<file path="src/rtl/weight_line_fifo.sv">
// Weight line prefetch buffer between the SDRAM read controller and the accelerator.
// Prefetches up to DEPTH lines per layer and serves line requests with one-cycle latency.
module weight_line_fifo #(
    parameter int LANES = 16,
    parameter int WIDTH = 16,
    parameter int DEPTH = 4,
    parameter int CNT_W = 16
) (
    input  logic                               clk,
    input  logic                               rst_n,
    input  logic                               start,
    input  logic [CNT_W-1:0]                   total_lines,
    output logic                               sdram_rd_req,
    input  logic                               sdram_rd_done,
    input  logic [LANES-1:0][WIDTH-1:0]        sdram_rd_buf,
    input  logic                               acc_rd_req,
    output logic [LANES-1:0][WIDTH-1:0]        acc_rd_buf,
    output logic                               acc_dval,
    output logic [$clog2(DEPTH+1)-1:0]         fill_level,
    output logic                               busy,
    output logic                               done,
    output logic                               err
);

    localparam int PTR_W  = $clog2(DEPTH);
    localparam int FILL_W = $clog2(DEPTH + 1);

    typedef enum logic [1:0] {
        S_IDLE,
        S_RUN,
        S_DONE
    } state_t;

    state_t state_q;
    state_t state_d;

    logic [CNT_W-1:0]            tot_q;
    logic [CNT_W-1:0]            fetched_q;
    logic [CNT_W-1:0]            delivered_q;
    logic                        req_q;
    logic                        discard_q;
    logic                        pending_q;
    logic                        err_q;
    logic                        dval_q;
    logic [PTR_W-1:0]            wr_ptr_q;
    logic [PTR_W-1:0]            rd_ptr_q;
    logic [FILL_W-1:0]           count_q;
    logic [LANES-1:0][WIDTH-1:0] mem [DEPTH];
    logic [LANES-1:0][WIDTH-1:0] buf_q;

    logic in_run;
    logic fifo_empty;
    logic push;
    logic pop;
    logic acc_bad;
    logic acc_ok;
    logic fetch_ok;

    assign in_run     = (state_q == S_RUN);
    assign fifo_empty = (count_q == '0);

    // A done for a request issued before a restart is swallowed, never pushed.
    assign push = sdram_rd_done && req_q && !discard_q && !start;

    assign acc_bad = acc_rd_req && !start &&
                     (!in_run || pending_q || (delivered_q >= tot_q));
    assign acc_ok  = acc_rd_req && !start && !acc_bad;

    // No bypass: a line pushed into an empty FIFO is only visible next cycle.
    assign pop = !start && !fifo_empty && (pending_q || acc_ok);

    // One outstanding request at most, so a free slot now is a slot at its done.
    assign fetch_ok = in_run && !start && !req_q &&
                      (fetched_q < tot_q) && (count_q < FILL_W'(DEPTH));

    always_comb begin
        state_d = state_q;
        if (start) begin
            state_d = (total_lines == '0) ? S_DONE : S_RUN;
        end else if ((state_q == S_RUN) && (delivered_q == tot_q)) begin
            state_d = S_DONE;
        end
    end

    always_ff @(posedge clk or negedge rst_n) begin
        if (!rst_n) begin
            state_q <= S_IDLE;
        end else begin
            state_q <= state_d;
        end
    end

    always_ff @(posedge clk or negedge rst_n) begin
        if (!rst_n) begin
            tot_q     <= '0;
            fetched_q <= '0;
            req_q     <= 1'b0;
            discard_q <= 1'b0;
        end else if (start) begin
            tot_q     <= total_lines;
            fetched_q <= '0;
            discard_q <= req_q && !sdram_rd_done;
            req_q     <= req_q ? !sdram_rd_done : (total_lines != '0);
        end else begin
            if (push) begin
                fetched_q <= fetched_q + CNT_W'(1);
            end
            if (req_q) begin
                if (sdram_rd_done) begin
                    req_q     <= 1'b0;
                    discard_q <= 1'b0;
                end
            end else if (fetch_ok) begin
                req_q <= 1'b1;
            end
        end
    end

    always_ff @(posedge clk or negedge rst_n) begin
        if (!rst_n) begin
            wr_ptr_q <= '0;
            rd_ptr_q <= '0;
            count_q  <= '0;
        end else if (start) begin
            wr_ptr_q <= '0;
            rd_ptr_q <= '0;
            count_q  <= '0;
        end else begin
            if (push) begin
                wr_ptr_q <= wr_ptr_q + PTR_W'(1);
            end
            if (pop) begin
                rd_ptr_q <= rd_ptr_q + PTR_W'(1);
            end
            count_q <= count_q + FILL_W'(push) - FILL_W'(pop);
        end
    end

    always_ff @(posedge clk) begin
        if (push) begin
            mem[wr_ptr_q] <= sdram_rd_buf;
        end
    end

    always_ff @(posedge clk or negedge rst_n) begin
        if (!rst_n) begin
            pending_q   <= 1'b0;
            delivered_q <= '0;
            err_q       <= 1'b0;
            dval_q      <= 1'b0;
        end else if (start) begin
            pending_q   <= 1'b0;
            delivered_q <= '0;
            err_q       <= 1'b0;
            dval_q      <= 1'b0;
        end else begin
            dval_q <= pop;
            if (pop) begin
                delivered_q <= delivered_q + CNT_W'(1);
                pending_q   <= 1'b0;
            end else if (acc_ok) begin
                pending_q <= 1'b1;
            end
            if (acc_bad) begin
                err_q <= 1'b1;
            end
        end
    end

    // The delivered line survives a restart; only reset clears it.
    always_ff @(posedge clk or negedge rst_n) begin
        if (!rst_n) begin
            buf_q <= '0;
        end else if (pop) begin
            buf_q <= mem[rd_ptr_q];
        end
    end

    assign sdram_rd_req = req_q;
    assign acc_dval     = dval_q;
    assign acc_rd_buf   = buf_q;
    assign fill_level   = count_q;
    assign busy         = (state_q == S_RUN);
    assign done         = (state_q == S_DONE);
    assign err          = err_q;

endmodule

</file>
<file path="config.mk">
export PLATFORM = sky130hd
export DESIGN_NAME = weight_line_fifo
export DESIGN_NICKNAME = d
export VERILOG_FILES = /design/src/rtl/weight_line_fifo.sv
export SDC_FILE = /design/constraint.sdc
export NUM_CORES = 1
export LEC_CHECK = 0
export CAP_MARGIN = 20
export CORE_ASPECT_RATIO = 0.9
export CORE_UTILIZATION = 45
export DETAILED_ROUTE_END_ITERATION = 7
export DONT_BUFFER_PORTS = 1
export SETUP_SLACK_MARGIN = 0.5
export SLEW_MARGIN = 20
export SYNTH_ARGS = -nofsm -noshare
export SYNTH_HDL_FRONTEND = slang
export SYNTH_SLANG_ARGS = --single-unit
</file>
<file path="constraint.sdc">
create_clock -name clk -period 13.25 [get_ports clk]
set_clock_uncertainty 0.1 [all_clocks]
set_input_delay 2.65 -clock clk [delete_from_list [all_inputs] [get_ports clk]]
set_output_delay 2.65 -clock clk [all_outputs]
set_load 0.02 [all_outputs]
</file>
# ---- Word level (Yosys, flattened, before mapping)
# Memories as Yosys holds them, arrays and structs flattened. A register that Yosys moved wholly into a read port is not among the register bits.
# Index checks and enable logic that the tools add are counted.
dict set report totals {
  register_bits 62
  ramBits 1024
  out_inout_bits 264
  mem_count 1
}
# memory words width read_ports rd_clocked_by_memory_dff wr line
set mem_list {}
lappend mem_list {mem 4 256 1 1 1 48} ;# logic [LANES-1:0][WIDTH-1:0] mem [DEPTH];
dict set report op_classes {
  addsub 6
  order_cmp 3
  eq_ne 3
  muxes 28
  reduce_logical 36
}
# op n
set ops {}
lappend ops {{16-bit 2-to-1 mux} 4}
lappend ops {{16-bit by 1-bit adder with 16-bit output (second input constant)} 2}
lappend ops {{16-bit equality test} 1}
lappend ops {{16-bit greater-or-equal comparator} 1}
lappend ops {{16-bit logical NOT} 1}
lappend ops {{16-bit less-than comparator} 1}
lappend ops {{1-bit 2-to-1 mux} 16}
lappend ops {{16-bit nonzero test} 1}
lappend ops {{1-bit logical AND} 14}
lappend ops {{2-bit 2-to-1 mux} 7}
lappend ops {{2-bit nonzero test} 6}
lappend ops {{1-bit logical NOT} 8}
lappend ops {{2-bit by 1-bit adder with 2-bit output (second input constant)} 2}
lappend ops {{3-bit by 1-bit adder with 3-bit output} 1}
lappend ops {{3-bit logical NOT} 1}
lappend ops {{1-bit logical OR} 3}
lappend ops {{3-bit less-than comparator (second input constant)} 1}
lappend ops {{3-bit 2-to-1 mux} 1}
lappend ops {{3-bit nonzero test} 1}
lappend ops {{3-bit by 1-bit subtractor with 3-bit output} 1}
lappend ops {{2-bit by 1-bit equality test with 1-bit output (second input constant)} 1}
lappend ops {{2-bit equality test (second input constant)} 1}
lappend ops {{2-bit AND reduction} 1}

# ---- Logic depth before layout (Yosys ltp)
dict set report logic_depth {
  word_depth 11
  ltp_mapped 17
  ltp_nobuf 15
}

# ---- Least setup slack after synthesis
# OpenSTA, ideal clock, no wires.
dict set report synth_timing {
  path_type {input -> register}
  startpoint {input port sdram_rd_done}
  endpoint {memory mem[0][0] (netlist name) (enable)}
  setup_time_ns 0.651
  arrival_time_ns 8.962
  slack_ns 3.536
  cell_stages 3
  path_buffers 1
  path_cell_list {and3b_1 > clkbuf_1 > and3_1}
}
dict set report synth_via {
  elab_chain_cells 5
}
# element line
set synth_rtl {}
lappend synth_rtl {{from (decl)} 14} ;# input logic sdram_rd_done,
lappend synth_rtl {{1-bit logical AND (3 in a row)} 63} ;# assign push = sdram_rd_done && req_q && !discard_q && !start;
lappend synth_rtl {{1-bit 2-to-1 mux} 140} ;# if (push) begin
lappend synth_rtl {{1-bit 2-to-1 mux (implied by the code)} 141} ;# mem[wr_ptr_q] <= sdram_rd_buf;
lappend synth_rtl {{to (decl)} 48}
# Every way passes these cells.

# ---- Worst setup path after layout
dict set report layout_timing {
  startpoint {input port acc_rd_req}
  endpoint {register buf_q (netlist bit acc_rd_buf[143]), read port of mem}
}
dict set report layout_via {
  elab_chain_cells 6
}
# element line
set layout_rtl {}
lappend layout_rtl {{from (decl)} 16} ;# input logic acc_rd_req,
lappend layout_rtl {{1-bit logical AND (*)} {65, 67}}
lappend layout_rtl {{1-bit logical AND} 65} ;# assign acc_bad = acc_rd_req && !start &&
lappend layout_rtl {{1-bit logical NOT} 67} ;# assign acc_ok = acc_rd_req && !start && !acc_bad;
lappend layout_rtl {{1-bit logical AND (*)} 67}
lappend layout_rtl {{1-bit logical OR (*)} 70} ;# assign pop = !start && !fifo_empty && (pending_q || acc_ok);
lappend layout_rtl {{1-bit logical AND (*)} 70}
lappend layout_rtl {{to (decl)} 49} ;# logic [LANES-1:0][WIDTH-1:0] buf_q;
# Mark *: on every way between the ends. The rest lies on a longest branch, timed or not.
# A chain may end at the register's enable or synchronous reset.

==> out/metrics.csv <==
metric;value;unit
worst path bufs/invs;4;
TritonCTS clock tree;yes;
setup violators final;0;
PD cells;198.3;mW/mm^2
crit path time final;5839;ps
Mapped Area;0.05064;mm^2
Worst path depth;8;
Syn Area/Cell;22.37;um^2
worst slew pin tran;1245;ps
Setup crit start;acc_rd_req;
# resized after CTS;0;
Core Area;0.1113;mm^2
Pre-antenna DRT Iters;8;
FP Rows;116;
Yosys cell types;50;
drt via density;5.511;
vias in the first global route;23154;
ys flop type;edfxtp_1;
initial antenna violation count;0;
critical path endpoint category;flop;
# DRC;61;
Flop pwr share;53.9;%
H-Tree Depth;4;
postcts setup bufs;0;
Tcrit/Tclk final;44.07;%
chip height;320.3;um
Clock Pin Slew Worst Setup and Hold Paths;60;ps
Overflow after GRT;0;
starting density of the core;45.49;%
setup tns final;0;ps
Slew headroom;16.98;%
combinational power share;12.3;%
worst flop-to-flop path startpoint;state_q[0];
CP Launch Type;input pin;
required time worst endpoint;13780;ps
clock sinks;1342;
Avg WL per Cell;26.14;um
Pint;8.157;mW
Synthesized Nets;2581;
Worst Path Max Fanout;121;
global-route wire length before repair;153100;um
NetSw;3.080;mW
largest net degree at the start of global routing;319;
initial DRC count;1532;
root buffer cell;clkbuf_16;
hold slack final;464.6;ps
CP max-delay cell;buf_4;
register area;0.03871;mm^2
area of the multi-input gates;0.01128;mm^2
PortBufs;0;
CTS Hold Bufs;0;
max-cap check violation count;0;
RePlAce Congestion;0.7775;
critical path type;in -> reg;
fraction of final layout cells sized beyond drive strength 1;28.48;%
Nets;2646;
critical path's most frequent cell;buf_4;
post-route insts no fill;3922;
final wirelength;102500;um
crit path DAT;6370;ps
r2r worst-path depth;10;
register area share after synthesis;76.43;%
die area;0.1139;mm^2
clk buf depth;3;
Hold Path Class;reg -> reg;
post-DP HPWL;59670;um
placed insts;3664;
number of fill cells in the layout;8709;
Post-synth EDFFs;1024;
Total GRT Usage;18.23;%
slowest cell delay on critical path;880;ps
final setup margin;7411;ps
worst skew pair latency;750;ps
status;complete, but fails checks;
final-report max-slew violation count;0;
violated checks;DRC;
CP top delay family;buffers and inverters;
Die W;355.6;um
clock network power share;33.8;%
Post-synth ARST share;23.70;%
Cell Area, Placed;0.05219;mm^2
commonest non-fill, non-tap cells in the layout;edfxtp_1 (1024), dfrtp_1 (316), mux4_2 (256);
final design utilization;50.92;%
FMAX;171.3;MHz
Vias;21615;
Yosys reg bits;1342;
CP endpoint;acc_rd_buf[143];
fin area;0.05668;mm^2
RSZ-0062 raised after global routing;no;
TritonCTS buffer count;138;
switching share of total power;27.41;%
Yosys warning count;0;
most common library cell in the layout ignoring fill and taps;edfxtp_1;
VDD IR max;130.2;uV
# IOs;541;
synthesis-to-finish area growth;11.92;%
r2r endpoint;acc_rd_buf[143];
post-detailed-route count of antenna-violating nets;0;
Lkg Pwr;19.28;nW
pre-CTS setup slack;6663;ps
total power;11.24;mW
R2R setup slack;7970;ps
final hold viol count;0;
crit-path cells;and3_1, a32oi_2, buf_4, nor2_4, buf_12, buf_4, buf_4, mux2_2;
Post-Syn Instances;2264;
ant diodes;0;
[tightest hold or removal path: stages (launching register included)]
cell and delay [ps]:
dfrtp_1 320, inv_1 70, o21ai_0 140
[state kept, by name (all words and copies together), names as in the netlist]
register	flops
fill_level	3
state_q	2
discard_q	1
sdram_rd_req	1
wr_ptr_q	2
fetched_q	16
acc_rd_buf	256
mem	1024
pending_q	1
acc_dval	1
err	1
delivered_q	16
rd_ptr_q	2
tot_q	16
[power groups by stage]
stage	combinational, mW	clock, mW	sequential, mW
3_3_place_gp	1.38	0	6.15
2_1_floorplan	1.24	0	5.90
6_report	1.38	3.80	6.06
5_1_grt	1.50	4.07	6.13
3_5_place_dp	1.41	0	6.16
4_1_cts	1.42	3.89	6.08
[cell type report]
cell class | count | share of cell area [%]
well taps | 1475 | 3.256
repair buffers | 24 | 0.4349
clock inverters | 51 | 0.9205
flip-flops and latches | 1342 | 68.30
multi-input cells | 796 | 19.91
inverters | 27 | 0.1788
clock buffers | 207 | 7.000
[layer usage]
metal  share of wire, %  GRT usage, %  wire [um]
met2                 49         28.77      49830
met5                  0             0          0
met3                 12         9.400      12050
met1                 38         21.90      38780
met4                1.8         5.019       1863
[cell families after synthesis]
logic type	count (synthesis)	synth area share, %
XOR/XNOR	19	0.3286
multiplexers	517	18.51
flip-flops	1342	76.43
buffers and inverters	126	1.337
AO/OA/AOI/OAI	80	0.9413
adder cells (fa/ha/maj)	40	1.003
AND/OR/NAND/NOR	140	1.448
[synth_stat cells, types with 2 or more instances]
cell type,count,area share [%]
xor2_1,12,0.21
mux2_1,49,1.1
o21ai_0,31,0.31
nor2b_1,4,0.049
xnor2_1,7,0.12
nand2_1,30,0.22
a21o_1,5,0.074
mux4_2,256,11
dfrtp_1,318,16
buf_2,7,0.069
clkbuf_1,63,0.47
mux2_2,28,0.62
nand2b_1,2,0.025
o31ai_1,5,0.074
nand3_1,14,0.14
a41oi_1,2,0.035
mux2i_1,4,0.079
edfxtp_1,1024,61
nor4_1,5,0.062
nand4_1,8,0.099
buf_6,26,0.58
or3_1,15,0.19
ha_1,39,0.96
inv_1,27,0.20
and3_1,11,0.14
a21oi_1,28,0.28
nor2_1,34,0.25
or4_1,6,0.089
buf_1,3,0.022
nor3_1,2,0.020
mux2_4,180,5.3
[how the worst min path moves through the flow]
| stage | slack, ps | cells after the start | end | startpoint |
|---|---|---|---|---|
| 4_1_cts | 460 | 2 | tot_q[3] | tot_q[3] |
| 6_report | 460 | 2 | tot_q[8] | tot_q[8] |
| 3_5_place_dp | 450 | 2 | tot_q[3] | tot_q[3] |
| 3_3_place_gp | 440 | 2 | fetched_q[15] | fetched_q[15] |
| 2_1_floorplan | 410 | 2 | fetched_q[15] | fetched_q[15] |
| 5_1_grt | 480 | 2 | tot_q[3] | tot_q[3] |
Power figures use the tool's default switching activity.
